`src/rtl/uart_pkg.sv`:
```
// Shared definitions for the UART receiver.
//   rx_state_e : receiver FSM state encoding
//   DATA_W     : payload width in bits
//   majority3  : 2-of-3 vote used to resolve each sampled bit
package uart_pkg;

    localparam int DATA_W = 8;

    typedef enum logic [2:0] {
        ST_IDLE,
        ST_START,
        ST_DATA,
        ST_PARITY,
        ST_STOP
    } rx_state_e;

    function automatic logic majority3(input logic a, input logic b, input logic c);
        return (a & b) | (a & c) | (b & c);
    endfunction

endpackage

```
`src/rtl/uart_rx_sync.sv`:
```
// Input conditioner for the asynchronous serial line.
// Two-flop synchroniser followed by a one-flop history used for falling-edge
// detection. All flops reset to 1 so that reset never looks like a start edge.
//   clk    : receiver clock
//   rst    : asynchronous active-high reset
//   rx_i   : raw asynchronous serial line
//   rx_s_o : synchronised line level
//   fall_o : one-cycle flag, rx_s went 1 -> 0 this cycle
module uart_rx_sync (
    input  logic clk,
    input  logic rst,
    input  logic rx_i,
    output logic rx_s_o,
    output logic fall_o
);

    logic meta_q;
    logic sync_q;
    logic prev_q;

    // NOTE: sequential state uses non-blocking assignments so every flop
    // samples the pre-edge value of its neighbour (a true shift chain).
    always_ff @(posedge clk or posedge rst) begin
        if (rst) begin
            meta_q <= 1'b1;
            sync_q <= 1'b1;
            prev_q <= 1'b1;
        end else begin
            meta_q <= rx_i;
            sync_q <= meta_q;
            prev_q <= sync_q;
        end
    end

    assign rx_s_o = sync_q;
    assign fall_o = prev_q & ~sync_q;

endmodule

```
`src/rtl/uart_rx.sv`:
```
// Oversampling UART receiver (8 data bits, LSB first, idle-high line).
// Each bit is resolved by a 3-sample majority vote around the bit centre.
// Optional even parity between data and stop bits: define UART_RX_PARITY_EN.
//   Parameters: OVERSAMPLE (8..64) clk cycles per bit, STOP (1 or 2) stop bits.
//   clk       : receiver clock, OVERSAMPLE x baud
//   rst       : asynchronous active-high reset
//   rx        : asynchronous serial line
//   data      : last good byte, held until the next good frame
//   valid     : one-cycle pulse, data updated this cycle
//   frame_err : one-cycle pulse, bad stop (or parity) bit, data unchanged
//   busy      : high while a frame is in progress
module uart_rx
    import uart_pkg::*;
#(
    parameter int OVERSAMPLE = 16,
    parameter int STOP       = 1
) (
    input  logic              clk,
    input  logic              rst,
    input  logic              rx,
    output logic [DATA_W-1:0] data,
    output logic              valid,
    output logic              frame_err,
    output logic              busy
);

    localparam int TICK_W = $clog2(OVERSAMPLE);

    // Sample points: one either side of the centre plus the centre itself.
    localparam logic [TICK_W-1:0] T_S0  = TICK_W'(OVERSAMPLE / 2 - 1);
    localparam logic [TICK_W-1:0] T_S1  = TICK_W'(OVERSAMPLE / 2);
    localparam logic [TICK_W-1:0] T_RES = TICK_W'(OVERSAMPLE / 2 + 1);
    localparam logic [TICK_W-1:0] T_END = TICK_W'(OVERSAMPLE - 1);

`ifdef UART_RX_PARITY_EN
    localparam rx_state_e AFTER_DATA = ST_PARITY;
`else
    localparam rx_state_e AFTER_DATA = ST_STOP;
`endif

    logic rx_s;
    logic fall;

    uart_rx_sync u_sync (
        .clk    (clk),
        .rst    (rst),
        .rx_i   (rx),
        .rx_s_o (rx_s),
        .fall_o (fall)
    );

    rx_state_e         state_q;
    logic [TICK_W-1:0] tick_q;
    logic [2:0]        bit_cnt_q;
    logic              stop_cnt_q;
    logic [1:0]        samp_q;
    logic [DATA_W-1:0] shift_q;
    logic              err_q;
    logic [DATA_W-1:0] data_q;
    logic              valid_q;
    logic              ferr_q;

    // Third sample is the live line value at the resolve tick.
    logic bit_maj;
    assign bit_maj = majority3(samp_q[0], samp_q[1], rx_s);

    always_ff @(posedge clk or posedge rst) begin
        if (rst) begin
            state_q    <= ST_IDLE;
            tick_q     <= '0;
            bit_cnt_q  <= '0;
            stop_cnt_q <= 1'b0;
            samp_q     <= 2'b11;
            shift_q    <= '0;
            err_q      <= 1'b0;
            data_q     <= '0;
            valid_q    <= 1'b0;
            ferr_q     <= 1'b0;
        end else begin
            // NOTE: pulse outputs default low here; a later assignment in the
            // same block overrides it, so they stay high for exactly one cycle.
            valid_q <= 1'b0;
            ferr_q  <= 1'b0;

            if (tick_q == T_S0) samp_q[0] <= rx_s;
            if (tick_q == T_S1) samp_q[1] <= rx_s;

            unique case (state_q)
                ST_IDLE: begin
                    tick_q <= '0;
                    if (fall) state_q <= ST_START;
                end

                ST_START: begin
                    if (tick_q == T_RES && bit_maj) begin
                        // Start bit did not hold low through its centre: glitch.
                        state_q <= ST_IDLE;
                        tick_q  <= '0;
                    end else if (tick_q == T_END) begin
                        state_q   <= ST_DATA;
                        tick_q    <= '0;
                        bit_cnt_q <= '0;
                    end else begin
                        tick_q <= tick_q + TICK_W'(1);
                    end
                end

                ST_DATA: begin
                    if (tick_q == T_RES) shift_q <= {bit_maj, shift_q[DATA_W-1:1]};
                    if (tick_q == T_END) begin
                        tick_q <= '0;
                        if (bit_cnt_q == 3'd7) begin
                            state_q    <= AFTER_DATA;
                            stop_cnt_q <= 1'b0;
                            err_q      <= 1'b0;
                        end else begin
                            bit_cnt_q <= bit_cnt_q + 3'd1;
                        end
                    end else begin
                        tick_q <= tick_q + TICK_W'(1);
                    end
                end

`ifdef UART_RX_PARITY_EN
                ST_PARITY: begin
                    // Even parity: data bits plus parity bit must XOR to 0.
                    if (tick_q == T_RES) err_q <= (^shift_q) ^ bit_maj;
                    if (tick_q == T_END) begin
                        state_q <= ST_STOP;
                        tick_q  <= '0;
                    end else begin
                        tick_q <= tick_q + TICK_W'(1);
                    end
                end
`endif

                ST_STOP: begin
                    if (tick_q == T_RES && stop_cnt_q == 1'(STOP - 1)) begin
                        // Leave mid-bit so the next start edge is never missed.
                        state_q <= ST_IDLE;
                        tick_q  <= '0;
                        if (err_q || !bit_maj) begin
                            ferr_q <= 1'b1;
                        end else begin
                            data_q  <= shift_q;
                            valid_q <= 1'b1;
                        end
                    end else if (tick_q == T_RES) begin
                        err_q  <= err_q | ~bit_maj;
                        tick_q <= tick_q + TICK_W'(1);
                    end else if (tick_q == T_END) begin
                        tick_q     <= '0;
                        stop_cnt_q <= 1'b1;
                    end else begin
                        tick_q <= tick_q + TICK_W'(1);
                    end
                end

                default: begin
                    state_q <= ST_IDLE;
                    tick_q  <= '0;
                end
            endcase
        end
    end

    assign data      = data_q;
    assign valid     = valid_q;
    assign frame_err = ferr_q;
    assign busy      = (state_q != ST_IDLE);

endmodule
```
`config.mk`:
```
export PLATFORM = sky130hd
export DESIGN_NAME = uart_rx
export DESIGN_NICKNAME = d
export VERILOG_FILES = /design/src/rtl/uart_pkg.sv /design/src/rtl/uart_rx_sync.sv /design/src/rtl/uart_rx.sv
export SDC_FILE = /design/constraint.sdc
export NUM_CORES = 1
export LEC_CHECK = 0
export BUFFER_PORTS_ARGS = -buffer_cell sky130_fd_sc_hd__buf_4
export CAP_MARGIN = 20
export CORE_MARGIN = 2
export CORE_UTILIZATION = 50
export CTS_CLUSTER_SIZE = 20
export DETAILED_ROUTE_END_ITERATION = 10
export PLACE_DENSITY_LB_ADDON = 0.3
export SETUP_SLACK_MARGIN = 0.5
export SYNTH_ARGS = -nofsm -noshare
export SYNTH_HDL_FRONTEND = slang
export SYNTH_SLANG_ARGS = --single-unit
```
`constraint.sdc`:
```
create_clock -name clk -period 1.9 [get_ports clk]
set_input_delay 0.38 -clock clk [delete_from_list [all_inputs] [get_ports clk]]
set_output_delay 0.38 -clock clk [all_outputs]
set_load 0.01 [all_outputs]
```
# After elaboration in Yosys (flattened, before gate mapping)
# Cells that the tools add are included.
# totals
regBits,35
output_inout_bits,11
elab_cells,93
# classes
add_sub_neg,2
eq_ne,20
n_mux,32
bitwise_logic,11
n_reduce_logical,14
# op_table
op,n
2-to-1 mux 3 bit,10
!= test 2 bit (second input constant),11
2-to-1 mux 4 bit,4
AND reduction 5 bit,3
2-to-1 mux 1 bit,13
equality test 4 bit (second input constant),3
case mux 3 bit (4 select lines),1
case mux 4 bit (3 select lines),1
equality test 3 bit (second input constant),2
case mux 3 bit (2 select lines),1
AND reduction 6 bit,1
adder 4 x 1 -> 4 bit (second input constant),1
AND 1 bit,4
equality test 4 x 3 -> 1 bit (second input constant),1
NOT 1 bit,4
case mux 1 bit (2 select lines),2
nonzero test 2 bit,2
adder 3 x 1 -> 3 bit (second input constant),1
equality test 3 x 1 -> 1 bit (second input constant),1
equality test 3 x 2 -> 1 bit (second input constant),1
logical NOT 3 bit,1
!= test 3 bit (second input constant),1
OR 1 bit,3
AND reduction 3 bit,1
other kinds (5),6

# Longest topological paths before layout
# logic_depth
ltp_word,8
mapped_depth,7
depth_no_buf,6

# Hierarchy
# A second synthesis with hierarchy kept.
# unflattened
hier_cells,123
area_unflattened_um2,1581.5
# modules_own_cells
module,instances,cells_per_inst,area_per_inst_um2
uart_rx,1,118,1485.2
uart_rx_sync,1,5,96.3

# Worst setup path after synthesis
# No wires, ideal clock.
# synth_timing
path_type,reg2reg
start,register u_sync.sync_q (netlist: u_sync.rx_s_o)
end,register data_q[0] (netlist: data[0])
t_arrival_ns,1.764
required_time_ns,1.775
path_slack_ns,0.011
path_stages_with_launch,6
n_path_buf,1
period_less_slack_ns,1.889
path_cell_list,dfstp_2 maj3_1 nand2_2 or4_1 buf_6 mux2_4
# synth_via
elab_chain_cells,7
elab_cells_between_ends,8
cone_classes,bitwise: 5; reduce/logical: 3
# synth_rtl
element,line,text
"start, declared",uart_rx_sync.sv:18,logic sync_q;
"start signal, assigned",uart_rx_sync.sv:30,sync_q <= meta_q;
AND 1 bit,uart_pkg.sv:18,return (a & b) | (a & c) | (b & c);
OR 1 bit,uart_pkg.sv:18,
OR 1 bit *,uart_pkg.sv:18,
logical NOT 1 bit *,uart_rx.sv:142,if (err_q || !bit_maj) begin
logical OR 1 bit *,uart_rx.sv:142,
NOT 1 bit (no line) *,-,
AND reduction 3 bit (no line) *,-,
"end signal, assigned",uart_rx.sv:145,data_q <= shift_q;
"end, declared",uart_rx.sv:59,logic [DATA_W-1:0] data_q;
# Mark *: on every way between the ends. The rest lies on a longest branch, timed or not.
# A chain may end at the register's enable or synchronous reset.

# Worst setup path after layout
# layout_timing
start,register state_q[0]
end,register data_q[1] (netlist: data[1])
# layout_via
elab_chain_cells,2
# layout_rtl
element,line,text
"start, declared",uart_rx.sv:52,rx_state_e state_q;
"start signal, assigned",uart_rx.sv:69,state_q <= ST_IDLE;
"start signal, assigned",uart_rx.sv:91,if (fall) state_q <= ST_START;
"start signal, assigned",uart_rx.sv:97,state_q <= ST_IDLE;
equality test 3 bit,uart_rx.sv:88,unique case (state_q)
AND reduction 3 bit (no line),-,
# Every way passes these cells.

==> impl_results.md <==
* Status: finished, violations left
* Failing checks: negative setup slack
* Vias in the first global route at 1113
* FILL cells at 203
* Min-delay worst type: primary input to async pin
* Share of the synthesized area in the top cell type at 48.54%
* DRC at 0
* Routability cong. at 0.8033
* Overflow after GRT at 0
* Die W at around 60 µm
* Setup WS post-layout at -0.002972 ns
* VDD IR max at 0.0005921 V
* Warnings, synthesis at 0
* Maximum fanout along the worst path at 5
* Critical Path AT at 2.14 ns
* Syn_nets at 128
* Row cnt at 20
* Final max-slew violation count at 0
* Clock root cell: clkbuf_4
* Post-Synthesis Cells at 120
* Total CTS buffers at 5
* Max clock buf depth at 2
* Max Clk Rate at ~530 MHz
* Final hold vios at 0
* Ports at 14
* Crit path time final at 1.903 ns
* CP Cell Sequence: or3b_4 > or4_4 > buf_6 > mux2_4
* Register area at 882.1 µm²
* Critical Path Source: state_q[0]
* Die area at 3554 µm²
* Crit path max-delay family: simple AND/OR/NAND/NOR gates
* Post-Route WL at 3456 µm
* Final Hold Slack at 0.1077 ns
* Drt first-iter violations at 31
* Post-synthesis cell type count at 34
* Multi-input gate area at 859.6 µm²
* DP Cell Count at 177
* Rel. slew slack at between 70% and 80%
* Max-Cap Viols at 0
* Worst-skew pair later-pin latency at 0.35 ns
* Clock sinks at 35
* Initial antenna violation count at 0
* # nets final at 171
* Setup slack at placement at -0.01065 ns
* Layout cell share with drive strength beyond 1 at 62.80%
* Syn Area/Cell at 12.89 µm²
* ANT cells at 0
* Crit share post-route at 100.2%
* Ys flop type: dfrtp_1
* Non-Filler Instances at 197
* Tightest Pin Transition at 0.4422 ns
* Final Setup Violations at 1
* Main area contributors after synthesis: dfrtp_1 (49%), dfstp_2 (8.5%), mux2_2 (8.0%), mux2_4 (7.8%), ha_1 (4.0%)
* Drt wl/cell at 17.54 µm
* Synth async-reset ratio at between 90% and 100%
* EDFF count, synth at 0
* Leak at 0.001079 µW
* P&R area growth vs syn at 41.91%
* Startpoint Class: register
* Largest net degree at the start of global routing at 36
* Post-route clock skew at roughly 0.012 ns
* Hpwl dp at between 2000 and 2500 µm
* CP peak stage delay at between 0.5 and 0.6 ns
* Die height at about 60 µm
* Crit-path slowest cell: or4_4
* Crit end category: register
* Setup CP Type: register to register
* Detailed Routing Iterations Pass 1 at 4
* Seq cells post-synth at 35
* RSZ-0062 raised after global routing: true
* Hold Buf Count CTS at 0
* Crit Reg-Reg Startpoint: state_q[0]
* Htree depth at 2
* Post-Syn Area at ~1500 µm²
* PwrDens at 958.2 nW/µm²
* # port buffers at 13
* Largest area contributor in the synthesized netlist: dfrtp_1
* CP required at around 2.1 ns
* Clock slew at reported path FFs at 0.12 ns
* Crit path buf inv count at 1
* CTS tree: yes
* First-pass GRT wire length at 4961 µm
* Routed Antenna Nets at 0
* Average vias per placed instance at between 5 and 6
* Seq/Total Area, Yosys at around 57%
* Starting Density at 51.50%
* DR vias at 1121
* Core area at 3003 µm²
* Gr usage total at 19.46%
* Final setup TNS at -0.002972 ns
cell usage after synthesis (all sizes together) (2+ instances only):
master / number
nand3: 2
or2: 2
dfstp: 5
nor2: 10
a21oi: 5
ha: 5
buf: 2
dfrtp: 30
nor3: 4
a22o: 2
nand2: 6
o21ai: 3
nand2b: 3
inv: 5
nor2b: 3
mux2: 19
layout by cell type (no fill, tap or decap), drive strengths merged:
| master | synthesis | layout |
|---|---|---|
| buf | 2 | 38 |
| dfrtp | 30 | 30 |
| mux2 | 19 | 19 |
| nor2 | 10 | 10 |
| nand2 | 6 | 6 |
| clkbuf | 0 | 5 |
| dfstp | 5 | 5 |
| inv | 5 | 5 |
| ha | 5 | 5 |
| a21oi | 5 | 5 |
| nor3 | 4 | 4 |
| nor2b | 3 | 3 |
| nand2b | 3 | 3 |
| o21ai | 3 | 3 |
| or2 | 2 | 2 |
| a22o | 2 | 2 |
| clkinvlp | 0 | 2 |
| nand3 | 2 | 2 |
| and3b | 1 | 1 |
| maj3 | 1 | 1 |
| or3b | 1 | 1 |
| or4 | 1 | 1 |
| nor3b | 1 | 1 |
| and3 | 1 | 1 |
| a32o | 1 | 1 |
| nor4bb | 1 | 1 |
| a311oi | 1 | 1 |
| xnor2 | 1 | 1 |
| or3 | 1 | 1 |
| and2 | 1 | 1 |
| a22oi | 1 | 1 |
| a32oi | 1 | 1 |
| clkinv | 0 | 1 |
what timing repair did:
item                                    CTS  global route
gates cloned                              1             0
setup buffers                             4             7
resized for setup                        23            33
endpoints found under the setup margin   29            29
pin swaps                                 4             8
final cells by class:
cell class                 count  area share [%]
clock buffer                   5           1.710
tap                           33           1.881
timing repair buffer          38           15.28
clock inverter                 3          0.9122
inverter                       5          0.8552
multi-input combinational     78           39.17
sequential                    35           40.19
worst register-to-register path, delay by kind of cell (launching register included):
kind | cells | cell delay, ns
buffers and inverters | 1 | 0.17
DFF | 1 | 0.40
muxes | 1 | 0.30
and+or+nand+nor | 2 | 0.92
final timing paths:
| path | endpoint | slack, ns | depth (start not counted) |
|---|---|---|---|
| max in group asynchronous | samp_q[0] | 1.44 | 3 |
| min in group clk | u_sync.meta_q | 0.13 | 1 |
| min | state_q[1] | 0.11 | 3 |
| min reg2reg | u_sync.rx_s_o | 0.37 | 0 |
| max reg2reg | data[1] | -0.003 | 4 |
| max | data[1] | -0.003 | 4 |
report_power, final:
group	switching, µW	leakage (µW)	internal (µW)
combinational	371	0.000589	427
sequential	57.1	0.000463	841
clock	266	0.0000272	141
routing by layer:
layer	global-route usage [%]	share of wire, %	up-vias
met4	7.302	2.0	0
met5	0	0	-
met1	22.52	39	583
met3	6.550	4.5	8
li1	-	-	505
met2	33.28	54	25
sequential cells by signal (all words and copies together), names as in the netlist:
register and count:
u_sync.rx_s_o 1, data 8, err_q 1, u_sync.meta_q 1, bit_cnt_q 3, stop_cnt_q 1, shift_q 8, tick_q 4
state_q 3, frame_err 1, valid 1, samp_q 2, u_sync.prev_q 1
metrics by stage:
| stage | power (µW) | utilization, % | instance area (µm²) |
|---|---|---|---|
| after floorplan | 1217 | - | 1582 |
| after CTS | 1963 | 66.54 | 1998 |
| final | 2103 | 73.08 | 2195 |
| after detailed placement | 1435 | 59.92 | 1799 |
| after global placement | 1413 | 59.92 | 1799 |
| after global routing | 2235 | 73.08 | 2195 |
cells by family after synthesis:
family	after synthesis	share of synthesized area, %
xor+xnor	1	0.5664
simple gates	38	13.51
compound gates	14	5.987
flops	35	57.04
fa+ha+maj	6	4.693
buf+inv	7	2.427
mux	19	15.78
Power figures use the tool's default switching activity.
